===== src/rtl/uart_tx_arb.sv =====
// Two-requester byte arbiter in front of a UART transmitter: round-robin with
// packet lock, start handshake with busy timeout, and a completed-byte counter.
module uart_tx_arb #(
  parameter int TIMEOUT = 16
) (
  input  logic        clk,
  input  logic        reset,
  input  logic        req0_valid,
  input  logic [7:0]  req0_data,
  input  logic        req0_last,
  output logic        req0_ready,
  input  logic        req1_valid,
  input  logic [7:0]  req1_data,
  input  logic        req1_last,
  output logic        req1_ready,
  output logic        tx_start,
  output logic [7:0]  tx_data,
  input  logic        tx_busy,
  output logic [1:0]  grant,
  output logic        err_timeout,
  output logic [15:0] bytes_sent
);

  typedef enum logic [1:0] {
    S_IDLE,
    S_START,
    S_WAIT_BUSY,
    S_WAIT_DONE
  } state_t;

  // WAIT_BUSY cycles fill the gap between the START cycle and the error cycle.
  localparam logic [7:0] CNT_LIM = 8'(TIMEOUT - 2);

  state_t      r_state;
  logic [7:0]  r_cnt;
  logic        r_lock;
  logic        r_owner;
  logic        r_prio;
  logic [7:0]  r_tx_data;
  logic        r_tx_start;
  logic        r_err;
  logic [1:0]  r_grant;
  logic [15:0] r_bytes_sent;

  logic        w_sel;
  logic        w_cand;
  logic        w_accept;
  logic [7:0]  w_data;
  logic        w_last;

  always_comb begin
    w_sel  = r_prio;
    w_cand = 1'b0;
    if (r_lock) begin
      w_sel  = r_owner;
      w_cand = r_owner ? req1_valid : req0_valid;
    end else if (req0_valid && req1_valid) begin
      w_sel  = r_prio;
      w_cand = 1'b1;
    end else if (req0_valid) begin
      w_sel  = 1'b0;
      w_cand = 1'b1;
    end else if (req1_valid) begin
      w_sel  = 1'b1;
      w_cand = 1'b1;
    end
  end

  // Reset gates the handshake so ready is low while reset is held.
  assign w_accept   = reset && (r_state == S_IDLE) && !tx_busy && w_cand;
  assign req0_ready = w_accept && !w_sel;
  assign req1_ready = w_accept && w_sel;
  assign w_data     = w_sel ? req1_data : req0_data;
  assign w_last     = w_sel ? req1_last : req0_last;

  always_ff @(posedge clk or negedge reset) begin
    if (!reset) begin
      r_state      <= S_IDLE;
      r_cnt        <= 8'd0;
      r_lock       <= 1'b0;
      r_owner      <= 1'b0;
      r_prio       <= 1'b0;
      r_tx_data    <= 8'h00;
      r_tx_start   <= 1'b0;
      r_err        <= 1'b0;
      r_grant      <= 2'b00;
      r_bytes_sent <= 16'd0;
    end else begin
      r_tx_start <= 1'b0;
      r_err      <= 1'b0;
      case (r_state)
        S_IDLE: begin
          if (w_accept) begin
            r_tx_data  <= w_data;
            r_grant    <= w_sel ? 2'b10 : 2'b01;
            r_prio     <= ~w_sel;
            r_owner    <= w_sel;
            r_lock     <= ~w_last;
            r_tx_start <= 1'b1;
            r_state    <= S_START;
          end
        end
        S_START: begin
          r_cnt   <= 8'd0;
          r_state <= S_WAIT_BUSY;
        end
        S_WAIT_BUSY: begin
          if (tx_busy) begin
            r_cnt   <= 8'd0;
            r_state <= S_WAIT_DONE;
          end else if (r_cnt == CNT_LIM) begin
            r_err   <= 1'b1;
            r_lock  <= 1'b0;
            r_state <= S_IDLE;
          end else begin
            r_cnt <= r_cnt + 8'd1;
          end
        end
        S_WAIT_DONE: begin
          if (!tx_busy) begin
            r_bytes_sent <= r_bytes_sent + 16'd1;
            r_state      <= S_IDLE;
          end
        end
        default: r_state <= S_IDLE;
      endcase
    end
  end

  assign tx_start    = r_tx_start;
  assign tx_data     = r_tx_data;
  assign grant       = r_grant;
  assign err_timeout = r_err;
  assign bytes_sent  = r_bytes_sent;

endmodule


===== config.mk =====
export PLATFORM = sky130hd
export DESIGN_NAME = uart_tx_arb
export DESIGN_NICKNAME = d
export VERILOG_FILES = /design/src/rtl/uart_tx_arb.sv
export SDC_FILE = /design/constraint.sdc
export NUM_CORES = 1
export LEC_CHECK = 0
export ABC_CLOCK_PERIOD_IN_PS = 3000
export CAP_MARGIN = 10
export CELL_PAD_IN_SITES_DETAIL_PLACEMENT = 1
export CELL_PAD_IN_SITES_GLOBAL_PLACEMENT = 1
export CORE_ASPECT_RATIO = 1.25
export CORE_MARGIN = 2
export CORE_UTILIZATION = 37
export CTS_BUF_LIST = sky130_fd_sc_hd__clkbuf_4 sky130_fd_sc_hd__clkbuf_8 sky130_fd_sc_hd__clkbuf_16
export DETAILED_ROUTE_END_ITERATION = 8
export GPL_TIMING_DRIVEN = 0
export PLACE_DENSITY_LB_ADDON = 0.3
export SLEW_MARGIN = 20
export SYNTH_ARGS = -nofsm -noshare
export SYNTH_HDL_FRONTEND = slang
export SYNTH_SLANG_ARGS = --single-unit

===== constraint.sdc =====
create_clock -name clk -period 3 [get_ports clk]
set_clock_uncertainty 0.15 [all_clocks]
set_input_delay 0.45 -clock clk [delete_from_list [all_inputs] [get_ports clk]]
set_output_delay 0.45 -clock clk [all_outputs]
set_load 0.005 [all_outputs]

==> results.cfg, run 1 <==
[route]
drc = 0
routed_via_density = 5.37
via_count = 1858
drt_iter0_markers = 62
wirelength_um = 5310
ant_nets = 0
dr.pass1.iters = 4
wl_per_cell_um = 15.4

[worst_setup_path]
startpoint_type = primary input
critical_path.endpoint_type = output port
crit_arrival_ns = 2.27
required_ns = 2.40
cp_max_fo = 7
critical_path_class = in -> out

[timing]
setup_viol = 0
maxSlewViolCount = 0
fmax_mhz = 349
max_slew.worst_pin.slew_ns = 0.885
relSlewSlack_pct = 40.8
fin_ws_ns = 0.131
post-route-period-util_pct = 95.6
period_needed_ns = 2.87
hold_viol = 0

[grt]
antenna_found_initial = 0
grt-busiest-layer = met2
grt_max_degree = 21
grt_overflow = 0
grt_pass1_wl_um = 9010
grtUsageMet2_pct = 31.6
grt_use_total_pct = 18.4
grt_pass1_vias = 1903
met1_usage_pct = 22.5
grtUsageMet3_pct = 3.57

[logic_synthesis]
synth_area_leaders = dfrtp_1 47%, nand2_1 5.4%, mux2i_1 5.3%
synth_seq_cells = 39
synth-edff-count = 0
ys_seq_area_share_pct = 46.6
synth_common_cells = 39 x dfrtp_1, 30 x nand2_1, 18 x o21ai_0
synth_async_sr_flop_share_pct = 100
synth_ff_type = dfrtp_1
synth_nets = 243
syn_avg_cell_area_sq_um = 9.65
synth_top_area_share_pct = 46.6
syn-cell-area_sq_um = 2090
syn_inst = 217
synthDistinctLibCells = 50
yosysWarnings = 0
synth_top_area_cell = dfrtp_1
synth_most_common_cell = dfrtp_1

[floorplan]
die_x_um = 71.3
dieArea_sq_um = 6280
num_rows = 30
io_pins = 53
die_y_um = 88.1
initial_core_util_pct = 38.5
core_sq_um = 5440

[clock_tree]
clock_path_buffers = 2
cts_num_sinks = 39
clkLatencyLatePin_ns = 0.29
path_clk_slew_ns = 0.08
numCtsBuffers = 5
htree_levels = 2
cts_tree = built
cts-root-buf = clkbuf_8

[finish]
stdcell_area_sq_um = 2860
layout-drive-gt1-share_pct = 10.3
fin_nets = 307
n_antenna_cell = 0
area_delta_synth_final_pct = 36.6

[hold_path]
hp-class = in -> async

[placement]
hpwlAfterDp_um = 3960
place.gp.congestion = 0.779
placed_area_sq_um = 2710
place_ws_ns = -0.365
io_buffer_count = 51

[run]
cap_viol_max_count = 0

[power_and_ir_drop]
power_leakage_nw = 1.26
peakVddDrop_mv = 0.302
finalPower_mw = 1.94
power_density_nw_per_um2 = 677

[run_status]
status = finished, final reports clean
cells in the final DEF, fill, tap and decap left out, types with 4 or more instances in the layout:
cell             instances
a21oi_1                  6
nand2_1                 30
buf_4                    8
o21ai_0                 18
clkdlybuf4s50_1         49
nor3_1                   5
xor2_1                   8
dfrtp_1                 39
mux2i_1                 11
xnor2_1                  7
nand3_1                  5
nor2_1                  15
clkbuf_8                 5
clkbuf_1                 4
inv_1                    8
o21ai_1                  5
power breakdown:
part / total [mW] / internal, mW / switching, mW
registers: 0.774 / 0.652 / 0.122
logic: 0.804 / 0.435 / 0.369
clock network: 0.357 / 0.171 / 0.186
state kept, by name, summed over array words and instances, names as in the netlist:
name and cells:
r_cnt 8, tx_data 8, err_timeout 1, r_owner 1
grant 1, r_lock 1, bytes_sent 16, tx_start 1
r_state 2
metrics by stage:
stage | utilization (%) | setup TNS, ns | hold WS [ns] | cells
2_1_floorplan | - | 0 | 0.00441 | 217
3_3_place_gp | 49.3 | -15.17 | 0.312 | 332
3_5_place_dp | 49.7 | -0.440 | 0.312 | 333
4_1_cts | 52.0 | 0 | 0.0135 | 343
5_1_grt | 52.5 | -0.0118 | 0.0215 | 346
6_report | 52.5 | 0 | 0.00502 | 346
cell type report:
class	count	area (sq um)
Multi-Input combinational cell	159	1040
Clock buffer	6	76.3
Timing Repair Buffer	57	576
Inverter	8	30.0
Buffer	11	66.3
Fill cell	637	2580
Tap cell	64	80.1
Sequential cell	39	976
Clock inverter	2	12.5
metal layers:
metal	vias up	wire, um
li1	890	-
met1	917	2250
met2	43	2700
met3	8	261
met4	0	108
met5	-	0
worst paths after layout:
| kind | start | to | slack (ns) | depth (start not counted) |
|---|---|---|---|---|
| worst max-delay path | req0_valid | req1_ready | 0.13 | 6 |
| worst min-delay path | reset | r_cnt[0] | 0.005 | 2 |
| worst max register to register | r_cnt[0] | r_lock | 0.76 | 7 |
| worst min register to register | bytes_sent[15] | bytes_sent[15] | 0.32 | 1 |
| max in group asynchronous | reset | tx_data[5] | 1.38 | 2 |
| min in group clk | bytes_sent[15] | bytes_sent[15] | 0.32 | 1 |
logic make-up after synthesis:
logic type	after synthesis	synth area share [%]
mux	12	5.80
flops	39	46.6
xor+xnor	15	6.28
fa+ha+maj	3	1.79
simple gates	80	19.7
buf+inv	19	4.30
compound gates	49	15.5
critical path: stages:
cell and delay [ns]:
clkdlybuf4s50_1 0.51, a21boi_0 0.20, o31ai_1 0.28, buf_4 0.19
nor2b_1 0.13, clkdlybuf4s50_1 0.51
timing repair:
| action | 4_1_cts | 5_1_grt |
|---|---|---|
| pin swaps | 1 | 1 |
| setup endpoints to repair | 2 | 2 |
| resized for setup | 4 | 5 |
| hold buffers | 1 | 0 |
| hold endpoints to repair | 19 | 0 |
| buffers inserted | 1 | 3 |
| cloned | 0 | 0 |
No activity file was read; power rests on OpenSTA's default activity.
==> run 2, diff against run 1 <==
--- a/config.mk
+++ b/config.mk
@@ -16,7 +16,6 @@
 export DETAILED_ROUTE_END_ITERATION = 8
 export GPL_TIMING_DRIVEN = 0
 export PLACE_DENSITY_LB_ADDON = 0.3
-export SLEW_MARGIN = 20
 export SYNTH_ARGS = -nofsm -noshare
 export SYNTH_HDL_FRONTEND = slang
 export SYNTH_SLANG_ARGS = --single-unit
==> run 2 against run 1 <==
  * Die area is the same
  * Sequential power hardly changed
  * Combinational power rose by 0.7%
  * Critical path depth unchanged
  * First-iteration DRC count is 42% higher
  * Worst setup slack got worse by 0.076 ns
  * Global-route usage fell by 0.80 points
  * Cell count is 0.58% higher
  * Design area rose by 1.4%
  * Maximum frequency fell by 2.6%
  * Wire length rose by 0.90%
  * Critical path type unchanged
==> results.cfg, run 2 (synthesized netlist as in run 1, its figures left out) <==
[floorplan]
core_sq_um = 5440
io_pins = 53
die_x_um = 71.3
die_y_um = 88.1
dieArea_sq_um = 6280
initial_core_util_pct = 38.5
num_rows = 30

[timing]
tns_ns = 0
hold_viol = 0
fmax_mhz = 340
max_slew.worst_pin.slew_ns = 0.631
fin_ws_ns = 0.0553
maxSlewViolCount = 0
post-route-period-util_pct = 98.2
period_needed_ns = 2.94
relSlewSlack_pct = 57.6
setup_viol = 0
rsz0062_at_grt = yes

[grt]
grt_pass1_vias = 1889
grt_max_degree = 38
grt_pass1_wl_um = 8830
grt_use_total_pct = 17.6
grt_overflow = 0
antenna_found_initial = 0

[worst_setup_path]
critical_path_class = in -> out
startpoint_type = primary input
required_ns = 2.40
crit_arrival_ns = 2.34
critical_path.endpoint_type = output port
cp_max_fo = 10

[placement]
place_ws_ns = -0.349
io_buffer_count = 51
hpwlAfterDp_um = 3870
place.gp.congestion = 0.779
dp_cells = 333

[finish]
layout-drive-gt1-share_pct = 10.9
fillers = 632
area_delta_synth_final_pct = 38.4
largest_reg_flops = 16
n_antenna_cell = 0
fin_cells = 348
fin_nets = 309
final_cell_mix = 50 x clkdlybuf4s50_1, 39 x dfrtp_1, 30 x nand2_1
final_common_cell = clkdlybuf4s50_1

[clock_tree]
path_clk_slew_ns = 0.08
clkLatencyLatePin_ns = 0.29
htree_levels = 2
cts_tree = built
clock_path_buffers = 2
cts_num_sinks = 39
cts-root-buf = clkbuf_8
numCtsBuffers = 5

[power_and_ir_drop]
power_leakage_nw = 1.27
peakVddDrop_mv = 0.379
power_density_nw_per_um2 = 698
finalPower_mw = 2.02

[route]
ant_nets = 0
wirelength_um = 5360
wl_per_cell_um = 15.4
routed_via_density = 5.29
dr.pass1.iters = 4
drt_iter0_markers = 88
via_count = 1841
drc = 0

[hold_path]
hp-class = in -> async

[run_status]
status = finished, final reports clean

[run]
cap_viol_max_count = 0
[run 2: changes by cell type in the layout (fill, tap and decap cells not counted), sizes merged]
cell | previous run | this run
buf | 13 | 15
bufinv | 0 | 1
clkbuf | 10 | 9
clkdlybuf4s50 | 49 | 50
clkinv | 1 | 2
clkinvlp | 1 | 0
dlymetal6s2s | 1 | 0
[run 2: final timing paths]
check | start | slack (ns) | depth (start not counted) | to
worst min register to register | bytes_sent[15] | 0.32 | 1 | bytes_sent[15]
worst max register to register | r_cnt[0] | 0.76 | 7 | r_lock
max in group asynchronous | reset | 2.20 | 2 | r_cnt[6]
min in group clk | bytes_sent[15] | 0.32 | 1 | bytes_sent[15]
worst max-delay path | tx_busy | 0.06 | 6 | req0_ready
worst min-delay path | reset | 0.08 | 3 | r_owner
[run 2: final cells by class]
| cell class | instances | area, sq um | area share, % |
|---|---|---|---|
| clock buffers | 5 | 68.8 | 2.37 |
| flip-flops and latches | 39 | 976 | 33.7 |
| inverters | 8 | 30.0 | 1.04 |
| clock inverters | 3 | 43.8 | 1.51 |
| repair buffers | 59 | 593 | 20.5 |
| multi-input cells | 159 | 1040 | 36.0 |
| plain buffers | 11 | 63.8 | 2.20 |
| well taps | 64 | 80.1 | 2.76 |
[run 2: critical path, stage by stage]
cell             delay (ns)
clkdlybuf4s50_1        0.50
nor4b_4                0.37
o221ai_2               0.18
buf_2                  0.23
nor2_1                 0.11
clkdlybuf4s50_1        0.50
[run 2: metal layers]
layer | part of all wire (%) | vias up | track usage (%)
met2 | 51 | 44 | 31.7
met5 | 0 | - | 0
met4 | 0.54 | 0 | 4.80
li1 | - | 895 | -
met3 | 5.3 | 4 | 3.68
met1 | 43 | 898 | 21.3
[run 2: where the power goes]
group	internal [mW]	switching (mW)	total (mW)
sequential	0.652	0.124	0.776
combinational	0.437	0.373	0.810
clock	0.248	0.188	0.436
total	1.34	0.685	2.02
[run 2: timing repair]
| item | CTS | global route |
|---|---|---|
| setup buffers | 1 | 4 |
| pin swaps | 1 | 1 |
| gates resized for setup | 4 | 2 |
| cloned | 0 | 0 |
| hold buffers | 2 | 0 |
| hold endpoints to repair | 2 | 0 |
| setup endpoints to repair | 2 | 2 |
[run 2: stage by stage]
stage	instance area, sq um	utilization, %	hold WS [ns]
after global routing	2900	53.2	0.0892
after floorplan	2090	-	0.00441
final	2900	53.2	0.0763
after CTS	2870	52.7	0.0832
after detailed placement	2700	49.6	0.116
after global placement	2680	49.3	0.312
==> run 3, diff against run 2 <==
--- a/config.mk
+++ b/config.mk
@@ -16,6 +16,7 @@
 export DETAILED_ROUTE_END_ITERATION = 8
 export GPL_TIMING_DRIVEN = 0
 export PLACE_DENSITY_LB_ADDON = 0.3
+export SLEW_MARGIN = 20
 export SYNTH_ARGS = -nofsm -noshare
 export SYNTH_HDL_FRONTEND = slang
 export SYNTH_SLANG_ARGS = --single-unit
==> results of run 3 <==
Final layout, timing and power as in run 1 (identical DEF).
